### src/rtl/sens_par12_rx.sv
// Parallel 12-bit sensor receiver: registers the raw sensor bus once, then
// frames pixels by HACT/VACT and tracks line width, line count and sync errors.
module sens_par12_rx #(
    parameter int EXP_COLS = 66,
    parameter int EXP_ROWS = 18
) (
    input  logic        MCLK,
    input  logic        MRST,
    input  logic        en,
    input  logic [11:0] D,
    input  logic        BPF,
    input  logic        HACT,
    input  logic        VACT,
    input  logic        err_clr,
    output logic [11:0] pxd,
    output logic        pxd_valid,
    output logic        sol,
    output logic        sof,
    output logic        eof,
    output logic [15:0] frame_num,
    output logic [11:0] line_cnt,
    output logic [11:0] last_width,
    output logic        err_width,
    output logic        err_rows,
    output logic        err_sync
);

    typedef enum logic [1:0] {IDLE, ARM, WAIT_SOF, ACTIVE} state_t;

    state_t      state, state_nxt;
    logic [11:0] d_s1;
    logic        bpf_s1, hact_s1, vact_s1;
    logic        hact_p, vact_p;
    logic [11:0] col_cnt;
    logic [15:0] frame_cnt;
    logic        sol_pend, sof_pend;

    logic        hact_rise, hact_fall, vact_rise, vact_fall;
    logic        pix_take, line_end, frame_end, enter_active, sync_err;
    logic [11:0] lines_inc, lines_final;

    assign frame_num = frame_cnt;

    always_ff @(posedge MCLK) begin
        if (!MRST) begin
            d_s1    <= '0;
            bpf_s1  <= 1'b0;
            hact_s1 <= 1'b0;
            vact_s1 <= 1'b0;
            hact_p  <= 1'b0;
            vact_p  <= 1'b0;
        end else begin
            d_s1    <= D;
            bpf_s1  <= BPF;
            hact_s1 <= HACT;
            vact_s1 <= VACT;
            hact_p  <= hact_s1;
            vact_p  <= vact_s1;
        end
    end

    assign hact_rise    = hact_s1 & ~hact_p;
    assign hact_fall    = ~hact_s1 & hact_p;
    assign vact_rise    = vact_s1 & ~vact_p;
    assign vact_fall    = ~vact_s1 & vact_p;
    assign pix_take     = (state == ACTIVE) & hact_s1 & vact_s1 & ~bpf_s1;
    assign line_end     = (state == ACTIVE) & hact_fall;
    assign frame_end    = (state == ACTIVE) & vact_fall;
    assign enter_active = (state == WAIT_SOF) & en & vact_rise;
    assign sync_err     = hact_s1 & (~vact_s1 | bpf_s1);
    assign lines_inc    = (line_cnt == 12'hFFF) ? line_cnt : line_cnt + 12'd1;
    // A line closing in the same cycle as the frame still counts toward the row check
    assign lines_final  = line_end ? lines_inc : line_cnt;

    always_ff @(posedge MCLK) begin
        if (!MRST) state <= IDLE;
        else       state <= state_nxt;
    end

    always_comb begin
        state_nxt = state;
        case (state)
            IDLE:     if (en) state_nxt = ARM;
            ARM:      if (!en) state_nxt = IDLE;
                      else if (!vact_s1) state_nxt = WAIT_SOF;
            WAIT_SOF: if (!en) state_nxt = IDLE;
                      else if (vact_rise) state_nxt = ACTIVE;
            ACTIVE:   if (vact_fall) state_nxt = en ? WAIT_SOF : IDLE;
            default:  state_nxt = IDLE;
        endcase
    end

    always_ff @(posedge MCLK) begin
        if (!MRST) begin
            pxd        <= '0;
            pxd_valid  <= 1'b0;
            sol        <= 1'b0;
            sof        <= 1'b0;
            eof        <= 1'b0;
            frame_cnt  <= '0;
            line_cnt   <= '0;
            last_width <= '0;
            col_cnt    <= '0;
            sol_pend   <= 1'b0;
            sof_pend   <= 1'b0;
            err_width  <= 1'b0;
            err_rows   <= 1'b0;
            err_sync   <= 1'b0;
        end else begin
            pxd_valid <= pix_take;
            sol       <= pix_take & (hact_rise | sol_pend);
            sof       <= pix_take & sof_pend;
            eof       <= frame_end;
            if (pix_take) pxd <= d_s1;

            if (pix_take)       sol_pend <= 1'b0;
            else if (hact_rise) sol_pend <= 1'b1;

            if (enter_active)  sof_pend <= 1'b1;
            else if (pix_take) sof_pend <= 1'b0;

            if (hact_rise)
                col_cnt <= pix_take ? 12'd1 : 12'd0;
            else if (pix_take && col_cnt != 12'hFFF)
                col_cnt <= col_cnt + 12'd1;

            if (enter_active)  line_cnt <= '0;
            else if (line_end) line_cnt <= lines_inc;

            if (line_end)  last_width <= col_cnt;
            if (frame_end) frame_cnt  <= frame_cnt + 16'd1;

            // Newly detected errors win over a simultaneous clear
            err_width <= (line_end & (col_cnt != 12'(EXP_COLS))) | (err_width & ~err_clr);
            err_rows  <= (frame_end & (lines_final != 12'(EXP_ROWS))) | (err_rows & ~err_clr);
            err_sync  <= sync_err | (err_sync & ~err_clr);
        end
    end

endmodule

### config.mk
export PLATFORM = sky130hd
export DESIGN_NAME = sens_par12_rx
export DESIGN_NICKNAME = d
export VERILOG_FILES = /design/src/rtl/sens_par12_rx.sv
export SDC_FILE = /design/constraint.sdc
export NUM_CORES = 1
export LEC_CHECK = 0
export CORE_MARGIN = 3
export CORE_UTILIZATION = 46
export DETAILED_ROUTE_END_ITERATION = 7
export PLACE_DENSITY = 0.75
export SLEW_MARGIN = 20
export SYNTH_ARGS = -nofsm -noshare
export SYNTH_HDL_FRONTEND = slang
export SYNTH_SLANG_ARGS = --single-unit
### constraint.sdc
create_clock -name MCLK -period 1.9 [get_ports MCLK]
set_input_delay 0.475 -clock MCLK [delete_from_list [all_inputs] [get_ports MCLK]]
set_output_delay 0.475 -clock MCLK [all_outputs]
set_load 0.02 [all_outputs]
======== After elaboration in Yosys (flattened, before gate mapping) ========
Cells that the tools add are included.
cells by class
  $add $sub $neg .......................... 3
  eq/ne operators ......................... 11
  multiplexer cells ....................... 15
  bitwise gates (word level) .............. 31
  reductions and logical operators ........ 7
operators with widths
  operator                                        number
  two-way mux 12 bit                              4
  adder 12 x 1 -> 12 bit, second input constant   2
  bitwise AND 1 bit                               19
  adder 16 x 1 -> 16 bit, second input constant   1
  two-way mux 2 bit                               7
  == test 12 bit, second input constant           1
  != test 12 bit, second input constant           1
  != test 12 x 5 -> 1 bit, second input constant  1
  != test 12 x 7 -> 1 bit, second input constant  1
  one-hot mux 2 bit (4 select lines)              1
  NOT 1 bit                                       7
  != test 3 bit, second input constant            2
  OR 1 bit                                        5
  == test 2 bit, second input constant            2
  != test 2 bit, second input constant            2
  AND reduction 4 bit                             1
  nonzero test 2 bit                              2
  OR reduction 2 bit                              2
  two-way mux 1 bit                               3
  == test 2 x 1 -> 1 bit, second input constant   1
  zero test 2 bit                                 1
  logical AND 1 bit                               1
word-level totals
  flip-flop bits (word level) ............. 92
  input port bits ......................... 19
  output and inout bits ................... 59

======== Longest topological paths before layout ========
Gate-level depths: netlist of run 1.
  depth after elaboration ................. 7
  gate-level depth with buffers ........... 7
  gate-level depth less buffers ........... 6

======== Worst setup path after synthesis of run 1 ========
No wires, ideal clock.
  path kind ............................... reg-to-reg
  from .................................... reg line_cnt[0]
  to ...................................... reg err_rows
  library setup time ...................... 0.138 ns
  arrival ................................. 2.037 ns
  data required time ...................... 1.762 ns
  path slack .............................. -0.275 ns
  cell stages (with the launch flop) ...... 8
  period minus slack after synthesis ...... 2.175 ns
  path through ............................ dfxtp_1 > ha_1 > nand2_2 > or4_1 > buf_2 > a211o_1 > a21oi_1 > a31oi_1
between the ends
  longest elaborated chain between the ends .. 6
  elaborated cells between the ends (all ways) .. 7
  classes of those cells .................. add/sub (1); eq/ne (2); mux (2); bitwise (2)
RTL lines
  item                                                             RTL line  source
  start, declared                                                  21        output logic [11:0] line_cnt,
  start signal, assigned                                           128       else if (line_end) line_cnt <= lines_inc;
  adder 12 x 1 -> 12 bit / == test 12 bit (equally long branches)  71        assign lines_inc = (line_cnt == 12'hFFF) ? line_cnt : line_cnt + 12'd1;
  two-way mux 12 bit                                               71
  two-way mux 12 bit (*)                                           -
  != test 12 x 5 -> 1 bit (*)                                      135       err_rows <= (frame_end & (lines_final != 12'(EXP_ROWS))) | (err_rows & ~err_clr);
  bitwise AND 1 bit (*)                                            135
  OR 1 bit (*)                                                     135
  end signal, assigned                                             135
  end, declared                                                    24        output logic err_rows,
Every way passes the cells marked *; elsewhere a longest branch is shown, timed or not.
A chain may end at the register's enable or synchronous reset.

======== Worst setup path in the final report of run 1 ========
  from .................................... reg frame_cnt[9], in the netlist frame_num[9]
  to ...................................... out frame_num[9]
RTL lines
  item                    RTL line  source
  start, declared         35        logic [15:0] frame_cnt;
  start signal, assigned  131       if (frame_end) frame_cnt <= frame_cnt + 16'd1;
  end, declared           20        output logic [15:0] frame_num,
No word-level cell between the ends.

==> impl_results.md, run 1 <==
* Final hold vios at 0
* Clk buf depth at 2
* GRT busiest layer: met2
* Layout net count at 554
* Worst hold path class: flop to flop
* DRT Wirelength at 9290 um
* Hold_buf cts at 0
* Crit end category: output pin
* Placer Congestion at 0.883
* Io pins at 78
* Synthesized area at 3870 sq um
* Largest net degree at the start of global routing at 30
* PnR worst setup slack at 59.4 ps
* GRT Residual Overflow at 0
* Area after DPL at 4950 sq um
* Crit start category: flop
* N_diodes at 0
* EDFF count, synth at 0
* Post-route ant nets at 0
* CP delay by family, top: buffers and inverters
* Placement Rows at 32
* Met1 Usage GRT at 25.9%
* Via density at 5.29
* Cell count after synthesis at 434
* Crit path max-delay cell type: clkdlybuf4s50_1
* Routed len/inst at 14.6 um
* Synth cell types at 52
* Post-synthesis sequential area ratio at 47.6%
* Syn_area_per_cell at 8.92 sq um
* Synth warnings at 0
* Clk_lat worst skew at 350 ps
* Core Box Area at 7930 sq um
* Max frequency at 543 MHz
* Hold WS at 436 ps
* Final setup fails at 0
* Crit Path Max Fanout at 4
* Pre-CTS setup slack at -4.72 ps
* CTS tree: built
* Via count at 3374
* Required time worst endpoint at 1420 ps
* Layout overhead on the synthesized area at 34.6%
* Layout cells sized above 1 at 13.2%
* Non-Filler Instances at 638
* Die X at 97.8 um
* Initial antenna violation count at 0
* Status: completed
* Full die area at 9560 sq um
* Crit Path Category: flop to output pin
* Worst slew pin tran at 448 ps
* Fin crit period at 1840 ps
* Flops & latches, synth at 92
* Initial Util at 48.8%
* Vias in the first global route at 3321
* Util after Layout at 65.7%
* I/O Buffers at 77
* Reg clk slew, reported paths at 100 ps
* Cell total after placement at 621
* HPWL Detailed at 6560 um
* CTS sink cnt at 92
* VDD IR max at 388 uV
* # Max-Cap Violations at 0
* Main synth FF type: dfxtp_1
* Layout Skew at 12.0 ps
* Die Ht at 97.8 um
* CTS root buf: clkbuf_8
* GRT Overall Usage at 19.6%
* Final number of max-transition violations at 0
* Slew headroom at 70.2%
* Worst-path cell chain: clkdlybuf4s50_1
* Tcrit/Tclk final at 96.9%
* DRC errors left at 0
* Met2 Use GR at 32.6%
* CTS H-tree depth at 3
* Design Area, Final at 5210 sq um
* Sum of buffers and inverters on the critical path at 1
* CP arrival at 1370 ps
* Initial DRC count at 99
* Leakage power total at 2.07 nW
* Pwr per Cell Area at 649 nW/um^2
* Total CTS buffers at 9
* Fraction of registers with async set/reset at 0%
* Drt pass-1 iters at 4
* First-pass GRT wire length at 15700 um
* CP peak stage delay at 630 ps
* Met3 Resource Use GR at 4.43%
* Post-synth net total at 457
-- worst paths after layout --
check	slack (ps)	cells past startpoint	endpoint	startpoint
setup / recovery	60	1	frame_num[9]	frame_num[9]
hold reg to reg	440	2	pxd[4]	d_s1[4]
setup reg to reg	90	5	err_rows	line_cnt[3]
hold / removal	440	2	pxd[4]	d_s1[4]
-- kinds of logic (layout without fill, tap and decap cells) --
family | after synthesis | count (layout) | synth area share, %
buf+inv | 31 | 133 | 3.10
flops | 92 | 92 | 47.6
mux | 4 | 4 | 1.10
xor+xnor | 28 | 28 | 6.33
fa+ha+maj | 4 | 4 | 1.29
compound gates | 67 | 67 | 12.5
simple gates | 208 | 208 | 28.1
-- cell usage after synthesis, types with 2 or more instances --
cell type,n,area [sq um]
nand3_1,10,50.1
a21boi_1,13,97.6
or4_1,2,15.0
and3_1,6,37.5
inv_1,8,30.0
and4_1,2,17.5
nor3b_1,2,15.0
xnor2_1,19,166
nand4_1,12,75.1
and2_1,30,188
nor3_1,10,50.1
nand2_1,67,251
a31oi_1,4,25.0
ha_1,4,50.1
clkbuf_1,19,71.3
or3_1,6,37.5
nand2b_1,5,31.3
a21o_1,2,15.0
and4b_1,2,20.0
nand4b_1,2,17.5
nor2_1,26,97.6
buf_2,3,15.0
mux2i_1,2,20.0
nor4_1,12,75.1
a21boi_0,20,150
a21oi_1,4,20.0
a211oi_1,2,15.0
dfxtp_1,92,1840
nor4b_1,3,26.3
o21ai_0,9,45.0
nor2b_1,7,43.8
xor2_1,9,78.8
-- power by group --
part           internal, mW  switching (mW)  leakage (nW)  total (mW)
Clock                 0.576           0.725         0.101        1.30
Sequential             1.94          0.0106         0.753        1.95
Combinational        0.0722          0.0571          1.22       0.129
Total                  2.59           0.793          2.07        3.38
-- area by class of cell --
class,count,area [sq um]
fill,657,2720
multi-input combinational,311,1970
sequential,92,1870
timing repair buffer,109,1010
clock buffer,10,149
tap,102,128
clock inverter,6,55.1
inverter,8,30.0
-- what timing repair did --
| action | 4_1_cts | 5_1_grt |
|---|---|---|
| pin swaps | 0 | 0 |
| endpoints found under the hold margin | 0 | 0 |
| resized for setup | 16 | 18 |
| setup buffers | 1 | 0 |
| endpoints found under the setup margin | 15 | 10 |
-- per-stage QoR --
stage	setup TNS, ps	power, mW
5_1_grt	-8.57	3.52
6_report	0	3.38
3_5_place_dp	-4.72	2.13
4_1_cts	0	3.42
2_1_floorplan	0	2.07
3_3_place_gp	-4.15	2.13
-- routing by layer --
layer  vias up  wire [um]
li1       1690          -
met1      1607       4360
met2        73       4580
met3         4        312
met4         0         33
met5         -          0
-- sequential cells by signal, indices dropped and copies added (netlist names), 2 cells and up --
register,count
line_cnt,12
state,2
last_width,12
frame_num,16
d_s1,12
col_cnt,12
pxd,12
-- layout by cell type, fill, tap and decap left out, types with 12 or more instances in the layout --
cell,n
a21boi_0,20
a21boi_1,13
and2_1,30
buf_4,32
clkdlybuf4s50_1,54
dfxtp_1,82
dlygate4sd2_1,14
nand2_1,67
nand4_1,12
nor2_1,26
xnor2_1,19
(Power assumes the default switching activity.)
==> inputs of run 2 (changes only) <==
--- a/config.mk
+++ b/config.mk
@@ -8,7 +8,7 @@
 export CORE_MARGIN = 3
 export CORE_UTILIZATION = 46
 export DETAILED_ROUTE_END_ITERATION = 7
-export PLACE_DENSITY = 0.75
+export PLACE_DENSITY = 0.74
 export SLEW_MARGIN = 20
 export SYNTH_ARGS = -nofsm -noshare
 export SYNTH_HDL_FRONTEND = slang
==> run 2 against run 1 <==
Largest cell class unchanged. Critical endpoint is now err_rows. Wire length is 4.3% lower. Worst setup slack lost 11 ps. Largest power group unchanged. Worst hold slack lost 4.1 ps. Clock power up 9%.
==> impl_results.md, run 2 (same netlist as run 1, synthesis figures left out) <==
* Clk_lat worst skew at 350 ps (about the same)
* Via density at 5.24 (was 5.29)
* I/O Buffers at 77 (unchanged)
* Final setup fails at 0 (unchanged)
* Vias in the first global route at 3108 (was 3321)
* Seq. cell area at 1860 sq um (was 1870 sq um)
* Required time worst endpoint at 2130 ps (was 1420 ps)
* Clk pwr share at 40.5% (was 38.5%)
* Max frequency at 540 MHz (was 543 MHz)
* Initial DRC count at 125 (was 99)
* Final hold vios at 0 (unchanged)
* VDD IR max at 387 uV (was 388 uV)
* Slew headroom at 66.2% (was 70.2%)
* Total power at 3.51 mW (was 3.38 mW)
* Leakage power total at 2.03 nW (was 2.07 nW)
* Initial antenna violation count at 0 (unchanged)
* Layout cells sized above 1 at 12.2% (was 13.2%)
* First-pass GRT wire length at 15000 um (was 15700 um)
* Worst slew pin tran at 501 ps (was 448 ps)
* Layout net count at 551 (was 554)
* Crit Path Category: flop to flop (was flop to output pin)
* Via count at 3320 (was 3374)
* Core Box Area at 7930 sq um (unchanged)
* Sw frac at 21.2% (was 23.4%)
* Clk buf depth at 2 (unchanged)
* Crit Path Max Fanout at 5 (was 4)
* PnR worst setup slack at 48.2 ps (was 59.4 ps)
* CTS H-tree depth at 3 (unchanged)
* Die Ht at 97.8 um (unchanged)
* CTS root buf: clkbuf_8 (unchanged)
* Cell-internal power at 2.76 mW (was 2.59 mW)
* Fin crit period at 1850 ps (was 1840 ps)
* Pre-CTS setup slack at -37.0 ps (was -4.72 ps)
* Sequential Power Share at 55.9% (was 57.7%)
* Design Area, Final at 5170 sq um (was 5210 sq um)
* Crit end category: flop (was output pin)
* GRT Residual Overflow at 0 (unchanged)
* Multi-input gate area at 1960 sq um (was 1970 sq um)
* Util after Layout at 65.3% (was 65.7%)
* Io pins at 78 (unchanged)
* Drt pass-1 iters at 4 (unchanged)
* Full die area at 9560 sq um (unchanged)
* Largest net degree at the start of global routing at 27 (was 30)
* CP startpoint: hact_s1 (was frame_num[9])
* DRC errors left at 0 (unchanged)
* Gate power share at 3.6% (was 3.8%)
* NetSw at 0.743 mW (was 0.793 mW)
* Tcrit/Tclk final at 97.5% (was 96.9%)
* Layout overhead on the synthesized area at 33.6% (was 34.6%)
* GRT Overall Usage at 18.9% (was 19.6%)
* Total CTS buffers at 9 (unchanged)
* Area after DPL at 4920 sq um (was 4950 sq um)
* Routed len/inst at 14.0 um (was 14.6 um)
* Post-route ant nets at 0 (unchanged)
* HPWL Detailed at 6410 um (was 6560 um)
* Placer Congestion at 0.827 (was 0.883)
* Crit start category: flop (unchanged)
* Most frequent cells in the layout: 82 x dfxtp_1, 67 x nand2_1, 55 x clkdlybuf4s50_1 (was 82 x dfxtp_1, 67 x nand2_1, 54 x clkdlybuf4s50_1)
* Reg clk slew, reported paths at 90 ps (was 100 ps)
* N_diodes at 0 (unchanged)
* Pwr per Cell Area at 678 nW/um^2 (was 649 nW/um^2)
* Hold_buf cts at 0 (unchanged)
* Commonest non-fill, non-tap cell in the layout: dfxtp_1 (unchanged)
* Setup TNS at 0 ps (unchanged)
* Layout Skew at 11.2 ps (was 12.0 ps)
* Worst hold start: d_s1[8] (was d_s1[4])
* # fillers at 688 (was 657)
* Worst hold path class: flop to flop (unchanged)
* DRT Wirelength at 8890 um (was 9290 um)
* # Max-Cap Violations at 0 (unchanged)
* Die X at 97.8 um (unchanged)
* Final number of max-transition violations at 0 (unchanged)
* CP arrival at 2080 ps (was 1370 ps)
* Largest register FFs at 16 (unchanged)
* CTS tree: built (unchanged)
* Initial Util at 48.8% (unchanged)
* CTS sink cnt at 92 (unchanged)
* Status: completed (unchanged)
* Worst r2r src: hact_s1 (was line_cnt[3])
* Placement Rows at 32 (unchanged)
==> run 2: metal layers <==
layer	up-vias	track usage (%)	wire (um)
li1	1679	-	-
met1	1557	26.8	4320
met2	72	29.0	4090
met3	12	3.36	350
met4	0	6.39	130
met5	-	0	0
==> run 2: repair_timing <==
item | 4_1_cts | 5_1_grt
cloned | 0 | 0
resized for setup | 15 | 11
pin swaps | 0 | 1
buffers inserted | 0 | 1
setup endpoints to repair | 14 | 14
==> run 2: final cells by class <==
cell class	count	share of cell area [%]
repair buffers	106	19.1
clock buffers	10	2.47
inverters	8	0.580
clock inverters	5	1.64
multi-input cells	311	37.8
flip-flops and latches	92	35.9
well taps	102	2.47
==> run 2: worst paths after layout <==
| path | slack [ps] | endpoint | cells past startpoint |
|---|---|---|---|
| setup / recovery | 50 | err_rows | 5 |
| hold / removal | 430 | pxd[8] | 2 |
| setup reg to reg | 50 | err_rows | 5 |
| hold reg to reg | 430 | pxd[8] | 2 |
==> run 2: metrics by stage <==
| stage | hold WS [ps] | instances |
|---|---|---|
| 2_1_floorplan | 416 | 434 |
| 3_3_place_gp | 418 | 618 |
| 3_5_place_dp | 428 | 618 |
| 4_1_cts | 439 | 633 |
| 5_1_grt | 459 | 634 |
| 6_report | 432 | 634 |
==> run 2: critical path, stage by stage (launching register included) <==
cell and delay [ps]:
dfxtp_1 320, nand4b_1 320, or3_1 430, a22o_1 210, a2111oi_2 340, a31oi_1 120
==> run 2: power groups by stage <==
stage	registers (mW)	logic, mW	clock network [mW]
floorplan	2.01	0.0586	0
global placement	2.00	0.127	0
detailed placement	2.00	0.128	0
CTS	1.96	0.129	1.45
global route	1.96	0.143	1.53
finish	1.96	0.127	1.42
